### config.mk
export PLATFORM = sky130hd
export DESIGN_NAME = uart_tx_buffered_flat
export DESIGN_NICKNAME = d
export VERILOG_FILES = /design/src/rtl/uart_tx_buffered_pkg.sv /design/src/rtl/uart_tx_buffered_if.sv /design/src/rtl/uart_tx_buffered_sync_fifo.sv /design/src/rtl/uart_tx_buffered.sv /design/src/flat_wrapper.sv
export SDC_FILE = /design/constraint.sdc
export NUM_CORES = 1
export LEC_CHECK = 0
export ABC_CLOCK_PERIOD_IN_PS = 3950
export BUFFER_PORTS_ARGS = -buffer_cell sky130_fd_sc_hd__buf_2
export CAP_MARGIN = 10
export CORE_ASPECT_RATIO = 1.2
export CORE_MARGIN = 2
export CORE_UTILIZATION = 55
export CTS_BUF_LIST = sky130_fd_sc_hd__clkbuf_8 sky130_fd_sc_hd__clkbuf_16
export DETAILED_ROUTE_END_ITERATION = 12
export GPL_TIMING_DRIVEN = 0
export PLACE_DENSITY = 0.72
export SETUP_SLACK_MARGIN = 0.5
export SLEW_MARGIN = 10
export SYNTH_ARGS = -nofsm -noshare
export SYNTH_HDL_FRONTEND = slang
export SYNTH_SLANG_ARGS = --single-unit
### constraint.sdc
create_clock -name i_clk -period 3.95 [get_ports i_clk]
set_clock_uncertainty 0.2 [all_clocks]
set_input_delay 0.1975 -clock i_clk [delete_from_list [all_inputs] [get_ports i_clk]]
set_output_delay 0.1975 -clock i_clk [all_outputs]
set_load 0.1 [all_outputs]
### src/rtl/uart_tx_buffered_pkg.sv
// Shared definitions for the buffered UART transmitter.
//   tx_state_t   : FSM state encoding
//   PARITY_*     : parity mode constants for p_parity
//   clog2_int    : ceiling log2 for sizing counters
//   calc_div     : clock cycles per line bit (truncated)
//   parity_bit   : parity bit to send from the XOR of the data bits
package uart_tx_buffered_pkg;

    typedef enum logic [2:0] {
        ST_IDLE   = 3'd0,
        ST_START  = 3'd1,
        ST_DATA   = 3'd2,
        ST_PARITY = 3'd3,
        ST_STOP   = 3'd4
    } tx_state_t;

    localparam int PARITY_NONE = 0;
    localparam int PARITY_EVEN = 1;
    localparam int PARITY_ODD  = 2;

    function automatic int clog2_int(input int value);
        int result;
        int rem;
        result = 0;
        rem    = value - 1;
        while (rem > 0) begin
            result = result + 1;
            rem    = rem >> 1;
        end
        return result;
    endfunction

    function automatic int calc_div(input int clk_freq, input int baud_freq);
        return clk_freq / baud_freq;
    endfunction

    // data_xor is the XOR of all eight data bits (1 = odd number of ones).
    function automatic logic parity_bit(input logic data_xor, input int mode);
        return (mode == PARITY_ODD) ? ~data_xor : data_xor;
    endfunction

endpackage

### src/rtl/uart_tx_buffered_if.sv
// Byte handshake between a host and the UART transmitter.
//   tx_data  : byte to send
//   tx_valid : tx_data valid
//   tx_ready : transmitter can accept; byte taken on an edge with valid && ready
interface uart_tx_buffered_if;
    logic [7:0] tx_data;
    logic       tx_valid;
    logic       tx_ready;

    modport master (output tx_data, output tx_valid, input tx_ready);
    modport slave  (input tx_data, input tx_valid, output tx_ready);
endinterface

### src/rtl/uart_tx_buffered_sync_fifo.sv
// Single-clock FIFO with first-word data on the read port.
//   i_clk, i_rst_n : clock, async active-low reset (empties the FIFO)
//   wr_en, wr_data : push (ignored when full)
//   rd_en          : pop (ignored when empty); rd_data is the head entry
//   full, empty    : derived from the registered count
//   count          : entries held
module uart_tx_buffered_sync_fifo #(
    parameter int p_width = 8,
    parameter int p_depth = 16
) (
    input  logic                      i_clk,
    input  logic                      i_rst_n,
    input  logic                      wr_en,
    input  logic [p_width-1:0]        wr_data,
    input  logic                      rd_en,
    output logic [p_width-1:0]        rd_data,
    output logic                      full,
    output logic                      empty,
    output logic [$clog2(p_depth):0]  count
);
    localparam int AW = $clog2(p_depth);

    logic [p_width-1:0] mem [p_depth];
    logic [AW-1:0]      wr_ptr;
    logic [AW-1:0]      rd_ptr;
    logic               do_wr;
    logic               do_rd;

    assign full    = (count == (AW+1)'(p_depth));
    assign empty   = (count == '0);
    assign do_wr   = wr_en && !full;
    assign do_rd   = rd_en && !empty;
    assign rd_data = mem[rd_ptr];

    always_ff @(posedge i_clk) begin
        if (do_wr) begin
            mem[wr_ptr] <= wr_data;
        end
    end

    // Pointers wrap naturally because the depth is a power of two.
    always_ff @(posedge i_clk or negedge i_rst_n) begin
        if (!i_rst_n) begin
            wr_ptr <= '0;
            rd_ptr <= '0;
            count  <= '0;
        end else begin
            if (do_wr) begin
                wr_ptr <= wr_ptr + AW'(1);
            end
            if (do_rd) begin
                rd_ptr <= rd_ptr + AW'(1);
            end
            case ({do_wr, do_rd})
                2'b10:   count <= count + (AW+1)'(1);
                2'b01:   count <= count - (AW+1)'(1);
                default: count <= count;
            endcase
        end
    end
endmodule

### src/rtl/uart_tx_buffered.sv
// Buffered UART transmitter: bytes enter a FIFO over a valid/ready handshake
// and leave on o_tx as start, 8 data bits LSB first, optional parity, one stop.
//   i_clk, i_rst_n : clock, async active-low reset
//   tx_if          : byte handshake (slave side)
//   o_tx           : serial line, idle high, registered
//   o_tx_busy      : frame in progress
//   o_tx_done      : one-cycle pulse on the last cycle of each stop bit
//   o_fifo_count   : bytes queued, not counting the byte on the line
//
// state     | meaning
// ----------+-----------------------------------------------
// ST_IDLE   | line high, waiting for a queued byte
// ST_START  | start bit (0) for one bit period
// ST_DATA   | data bits 0..7, LSB first, one bit period each
// ST_PARITY | parity bit (only when p_parity != 0)
// ST_STOP   | stop bit (1); chains straight into the next frame
module uart_tx_buffered
    import uart_tx_buffered_pkg::*;
#(
    parameter int p_clk_freq   = 50_000_000,
    parameter int p_baud_freq  = 115_200,
    parameter int p_fifo_depth = 16,
    parameter int p_parity     = 0
) (
    input  logic                          i_clk,
    input  logic                          i_rst_n,
    uart_tx_buffered_if.slave             tx_if,
    output logic                          o_tx,
    output logic                          o_tx_busy,
    output logic                          o_tx_done,
    output logic [$clog2(p_fifo_depth):0] o_fifo_count
);
    localparam int DIV   = calc_div(p_clk_freq, p_baud_freq);
    localparam int CNT_W = clog2_int(DIV);
    localparam logic [CNT_W-1:0] CNT_LAST = CNT_W'(DIV - 1);
    localparam logic [CNT_W-1:0] CNT_DONE = CNT_W'(DIV - 2);

    tx_state_t        state;
    logic [CNT_W-1:0] baud_cnt;
    logic [2:0]       bit_idx;
    logic [7:0]       shift_reg;
    logic             par_acc;
    logic             tx_q;
    logic             busy_q;
    logic             done_q;

    logic       fifo_full;
    logic       fifo_empty;
    logic       fifo_pop;
    logic       bit_end;
    logic [7:0] fifo_rd_data;

    uart_tx_buffered_sync_fifo #(
        .p_width (8),
        .p_depth (p_fifo_depth)
    ) u_fifo (
        .i_clk   (i_clk),
        .i_rst_n (i_rst_n),
        .wr_en   (tx_if.tx_valid),
        .wr_data (tx_if.tx_data),
        .rd_en   (fifo_pop),
        .rd_data (fifo_rd_data),
        .full    (fifo_full),
        .empty   (fifo_empty),
        .count   (o_fifo_count)
    );

    assign tx_if.tx_ready = !fifo_full;
    assign o_tx      = tx_q;
    assign o_tx_busy = busy_q;
    assign o_tx_done = done_q;

    // A byte leaves the FIFO either from idle or on the last stop-bit cycle,
    // so consecutive frames have no idle gap between them.
    always_comb begin
        bit_end  = (baud_cnt == CNT_LAST);
        fifo_pop = 1'b0;
        if (!fifo_empty) begin
            fifo_pop = (state == ST_IDLE) || ((state == ST_STOP) && bit_end);
        end
    end

    always_ff @(posedge i_clk or negedge i_rst_n) begin
        if (!i_rst_n) begin
            state     <= ST_IDLE;
            baud_cnt  <= '0;
            bit_idx   <= '0;
            shift_reg <= '0;
            par_acc   <= 1'b0;
            tx_q      <= 1'b1;
            busy_q    <= 1'b0;
            done_q    <= 1'b0;
        end else begin
            done_q <= 1'b0;
            case (state)
                ST_IDLE: begin
                    baud_cnt <= '0;
                    if (fifo_pop) begin
                        shift_reg <= fifo_rd_data;
                        par_acc   <= 1'b0;
                        tx_q      <= 1'b0;
                        busy_q    <= 1'b1;
                        state     <= ST_START;
                    end
                end
                ST_START: begin
                    if (bit_end) begin
                        baud_cnt <= '0;
                        bit_idx  <= '0;
                        tx_q     <= shift_reg[0];
                        state    <= ST_DATA;
                    end else begin
                        baud_cnt <= baud_cnt + CNT_W'(1);
                    end
                end
                ST_DATA: begin
                    if (bit_end) begin
                        baud_cnt  <= '0;
                        par_acc   <= par_acc ^ shift_reg[0];
                        shift_reg <= {1'b0, shift_reg[7:1]};
                        if (bit_idx == 3'd7) begin
                            if (p_parity != PARITY_NONE) begin
                                tx_q  <= parity_bit(par_acc ^ shift_reg[0], p_parity);
                                state <= ST_PARITY;
                            end else begin
                                tx_q  <= 1'b1;
                                state <= ST_STOP;
                            end
                        end else begin
                            bit_idx <= bit_idx + 3'd1;
                            tx_q    <= shift_reg[1];
                        end
                    end else begin
                        baud_cnt <= baud_cnt + CNT_W'(1);
                    end
                end
                ST_PARITY: begin
                    if (bit_end) begin
                        baud_cnt <= '0;
                        tx_q     <= 1'b1;
                        state    <= ST_STOP;
                    end else begin
                        baud_cnt <= baud_cnt + CNT_W'(1);
                    end
                end
                ST_STOP: begin
                    if (bit_end) begin
                        baud_cnt <= '0;
                        if (fifo_pop) begin
                            shift_reg <= fifo_rd_data;
                            par_acc   <= 1'b0;
                            tx_q      <= 1'b0;
                            state     <= ST_START;
                        end else begin
                            busy_q <= 1'b0;
                            state  <= ST_IDLE;
                        end
                    end else begin
                        baud_cnt <= baud_cnt + CNT_W'(1);
                        // Registered pulse lands on the final stop-bit cycle.
                        if (baud_cnt == CNT_DONE) begin
                            done_q <= 1'b1;
                        end
                    end
                end
                default: begin
                    baud_cnt <= '0;
                    tx_q     <= 1'b1;
                    busy_q   <= 1'b0;
                    state    <= ST_IDLE;
                end
            endcase
        end
    end
endmodule
### src/flat_wrapper.sv
// flat-port wrapper written by rule: the top's interface ports become plain ports
module uart_tx_buffered_flat import uart_tx_buffered_pkg::*;
#(
    parameter int p_clk_freq   = 50_000_000,
    parameter int p_baud_freq  = 115_200,
    parameter int p_fifo_depth = 16,
    parameter int p_parity     = 0
)
  (i_clk, i_rst_n, o_tx, o_tx_busy, o_tx_done, o_fifo_count, tx_if_tx_data, tx_if_tx_valid, tx_if_tx_ready);
  uart_tx_buffered_if tx_if_i ();
  input  logic i_clk;
  input  logic i_rst_n;
  output logic o_tx;
  output logic o_tx_busy;
  output logic o_tx_done;
  output logic [$clog2(p_fifo_depth):0] o_fifo_count;
  input wire logic [$bits(tx_if_i.tx_data)-1:0] tx_if_tx_data;
  input wire logic [$bits(tx_if_i.tx_valid)-1:0] tx_if_tx_valid;
  output wire logic [$bits(tx_if_i.tx_ready)-1:0] tx_if_tx_ready;
  assign tx_if_i.tx_data = tx_if_tx_data;
  assign tx_if_i.tx_valid = tx_if_tx_valid;
  assign tx_if_tx_ready = tx_if_i.tx_ready;
  uart_tx_buffered #(.p_clk_freq(p_clk_freq), .p_baud_freq(p_baud_freq), .p_fifo_depth(p_fifo_depth), .p_parity(p_parity)) u_core (.i_clk(i_clk), .i_rst_n(i_rst_n), .tx_if(tx_if_i), .o_tx(o_tx), .o_tx_busy(o_tx_busy), .o_tx_done(o_tx_done), .o_fifo_count(o_fifo_count));
endmodule
==> impl_metrics.env <==
export IMPL_fin_util_pct=64.2
export IMPL_grt_overflow=0
export IMPL_core_um2=12600
export IMPL_vias=3727
export IMPL_die_w_um=107
export IMPL_die_h_um=128
export IMPL_wirelength_um=13200
export IMPL_slew_headroom_pct=37.5
export IMPL_syn_inst=409
export IMPL_post_route_cells_drive_above_1_share_pct=26.2
export IMPL_grt_max_degree=40
export IMPL_min_path_type="in -> async"
export IMPL_fin_crit_sh_pct=82.3
export IMPL_grt_use_total_pct=21.1
export IMPL_final_nets=482
export IMPL_drt_iter0_drc=302
export IMPL_cts_max_path_buffers=2
export IMPL_cts_buffers=17
export IMPL_area_growth_pct=14.9
export IMPL_synth_fp_nets=435
export IMPL_synth_edf_count=128
export IMPL_cp_start_kind="flip-flop"
export IMPL_htree_num_levels=4
export IMPL_setup_viol=0
export IMPL_p_leak_nw=2.91
export IMPL_synth_area_um2=7020
export IMPL_wl_met1_um=5230
export IMPL_critical_path_max_stage_delay_ns=0.59
export IMPL_wl_met3_um=679
export IMPL_drv_slew=0
export IMPL_outcome="completed"
export IMPL_avgRoutedWirePerCell_um=20.8
export IMPL_final_cell_area_um2=8060
export IMPL_clk_pin_slew_ns=0.07
export IMPL_grt_pass1_vias=3889
export IMPL_final_hold_violation_count=0
export IMPL_initial_utilization_pct=55.9
export IMPL_routed_top_layer="met4"
export IMPL_cap_violations=0
export IMPL_worst_ep_arrival_time_ns=3.36
export IMPL_cts_num_sinks=167
export IMPL_antenna_found_initial=0
export IMPL_tns_ns=0
export IMPL_crit_top_cell="xor2_1"
export IMPL_viasPerCell=5.89
export IMPL_grt_pass1_wl_um=20800
export IMPL_route_met2_wl_um=7060
export IMPL_rsz0062_at_grt="no"
export IMPL_cp_num_buf_inv=1
export IMPL_ys_types=46
export IMPL_pwr_density_cell_nw_per_um2=720
export IMPL_ys_ff_latch=167
export IMPL_hpwl_um=8720
export IMPL_fmax_mhz=308
export IMPL_dpl_cell_area_um2=7350
export IMPL_clk_latency_ns=0.44
export IMPL_synthFlopType="edfxtp_1"
export IMPL_cts_setup_buffers=0
export IMPL_slowest_stage="or4_4"
export IMPL_end_kind="flip-flop"
export IMPL_holdWs_ns=0.229
export IMPL_cts_tree="yes"
export IMPL_crit_chain="or4_4 -> o21ai_4 -> a21o_4 -> inv_1 -> ha_2 -> fa_1 -> a21o_1 -> a21oi_1 -> xor2_1 -> nor2_1 -> xor2_1"
export IMPL_first_pass_iters=5
export IMPL_io_buffers=19
export IMPL_ioPinCount=20
export IMPL_gp_congestion=0.761
export IMPL_synthArstFlopShare_pct=23.4
export IMPL_worst_slew_pin_slew_ns=0.934
export IMPL_drc_errors=0
export IMPL_yosysSeqAreaShare_pct=68.7
export IMPL_n_antenna_cell=0
export IMPL_crit_fanout=6
export IMPL_fill_cells=857
export IMPL_clockRootBuffer="clkbuf_16"
export IMPL_yosys_warnings=0
export IMPL_critPathKind="reg -> reg"
export IMPL_synth_avg_cell_area_um2=17.2
export IMPL_max_vdd_ir_drop_mv=0.409
export IMPL_largest_reg_flops=128
export IMPL_antenna_left=0
export IMPL_die_area_um2=13700
export IMPL_crit_family="compound AO/OA/AOI/OAI gates"
export IMPL_worstPathRequired_ns=4.06
export IMPL_rows=45
export IMPL_period_minus_slack_ns=3.25
final timing paths:
| path | start | cells past startpoint | slack [ns] | endpoint |
|---|---|---|---|---|
| max | u_core.u_fifo.count[1]$_DFFE_PN0P_ | 11 | 0.70 | u_core.u_fifo.count[4]$_DFFE_PN0P_ |
| max reg2reg | u_core.u_fifo.count[1]$_DFFE_PN0P_ | 11 | 0.70 | u_core.u_fifo.count[4]$_DFFE_PN0P_ |
| max in group asynchronous | i_rst_n | 2 | 2.68 | u_core.u_fifo.count[0]$_DFFE_PN0P_ |
| min | i_rst_n | 2 | 0.23 | u_core.u_fifo.wr_ptr[3]$_DFFE_PN0P_ |
| min in group i_clk | tx_if_tx_valid | 4 | 0.27 | u_core.u_fifo.wr_ptr[0]$_DFFE_PN0P_ |
| min reg2reg | u_core.shift_reg[7]$_DFFE_PN0P_ | 2 | 0.31 | u_core.shift_reg[7]$_DFFE_PN0P_ |
worst reg2reg max path, stage by stage, from the launching register on:
cell     delay (ns)
dfrtp_4        0.51
or4_4          0.59
o21ai_4        0.20
a21o_4         0.15
inv_1          0.11
ha_2           0.23
fa_1           0.41
a21o_1         0.19
a21oi_1        0.17
xor2_1         0.16
nor2_1         0.06
xor2_1         0.15
through the flow:
step | power [mW] | setup slack (ns) | cells
floorplan | 3.72 | 0.506 | 409
global placement | 4.09 | 0.592 | 592
detailed placement | 4.14 | 0.575 | 592
CTS | 5.84 | 0.561 | 633
global route | 6.07 | 0.537 | 633
finish | 5.80 | 0.701 | 633
report_power, final:
part | switching, mW | leakage [nW] | total, mW | internal [mW]
clock network | 0.694 | 0.289 | 1.69 | 0.997
logic | 1.02 | 0.993 | 1.75 | 0.728
registers | 0.176 | 1.63 | 2.36 | 2.18
total | 1.89 | 2.91 | 5.80 | 3.91
cells in the final DEF (no fill, tap or decap), types with 7 or more instances in the layout:
cell,instances
a21o_1,7
a2bb2oi_2,7
buf_2,25
clkbuf_16,17
dfrtp_1,33
dlygate4sd3_1,9
edfxtp_1,128
ha_1,13
inv_1,13
mux2i_1,9
mux4_2,33
nand2_1,22
nor2_1,30
o21ai_1,7
xnor2_1,12
xor2_1,7
timing repair:
action                                 CTS  global route
endpoints found under the hold margin  166             0
setup endpoints to repair                0             1
resized for setup                        0             3
hold buffers                             9             0
final cells by class:
type | count | area, um^2 | share of cell area, %
buffer | 17 | 82.6 | 1.02
clock buffer | 17 | 425 | 5.28
clock inverter | 15 | 178 | 2.20
inverter | 12 | 45.0 | 0.559
multi-input combinational | 213 | 2110 | 26.1
sequential | 167 | 4830 | 60.0
tap | 164 | 205 | 2.55
timing repair buffer | 28 | 185 | 2.30
kinds of logic (layout without fill, tap and decap cells):
family                     Yosys count  in the layout  synth area share [%]
AOI/OAI and AO/OA                   47             47                  5.62
xor gates and xnor gates            19             19                  2.37
adders and majority gates           15             15                  2.78
buffers and inverters               29             89                  1.82
DFF                                167            167                  68.7
muxes                               46             46                  12.5
and+or+nand+nor                     86             86                  6.17
Yosys cell counts, drive strengths merged (2+ instances only):
master,n,area (um^2)
dfrtp,38,951
nor3,8,40.0
mux2i,9,90.1
a21o,8,61.3
buf,11,60.1
a22oi,2,15.0
edfxtp,128,3840
ha,14,175
a2bb2oi,8,114
nor4,2,12.5
o221ai,5,43.8
o21ai,14,73.8
a21oi,4,20.0
nand2b,4,25.0
inv,12,45.0
nor2,30,113
nand3,5,25.0
nor2b,2,12.5
mux4,33,743
mux2,4,45.0
o32ai,2,17.5
o22a,2,17.5
xor2,7,61.3
nand4,4,40.0
clkbuf,6,22.5
nand2,24,106
xnor2,12,105
layer usage:
layer	vias to the layer above	global-route usage [%]
met5	-	0
met4	0	8.71
met3	16	5.19
met2	118	35.9
met1	1912	25.9
li1	1681	-
Note: power is estimated with default switching activity, not from simulation.
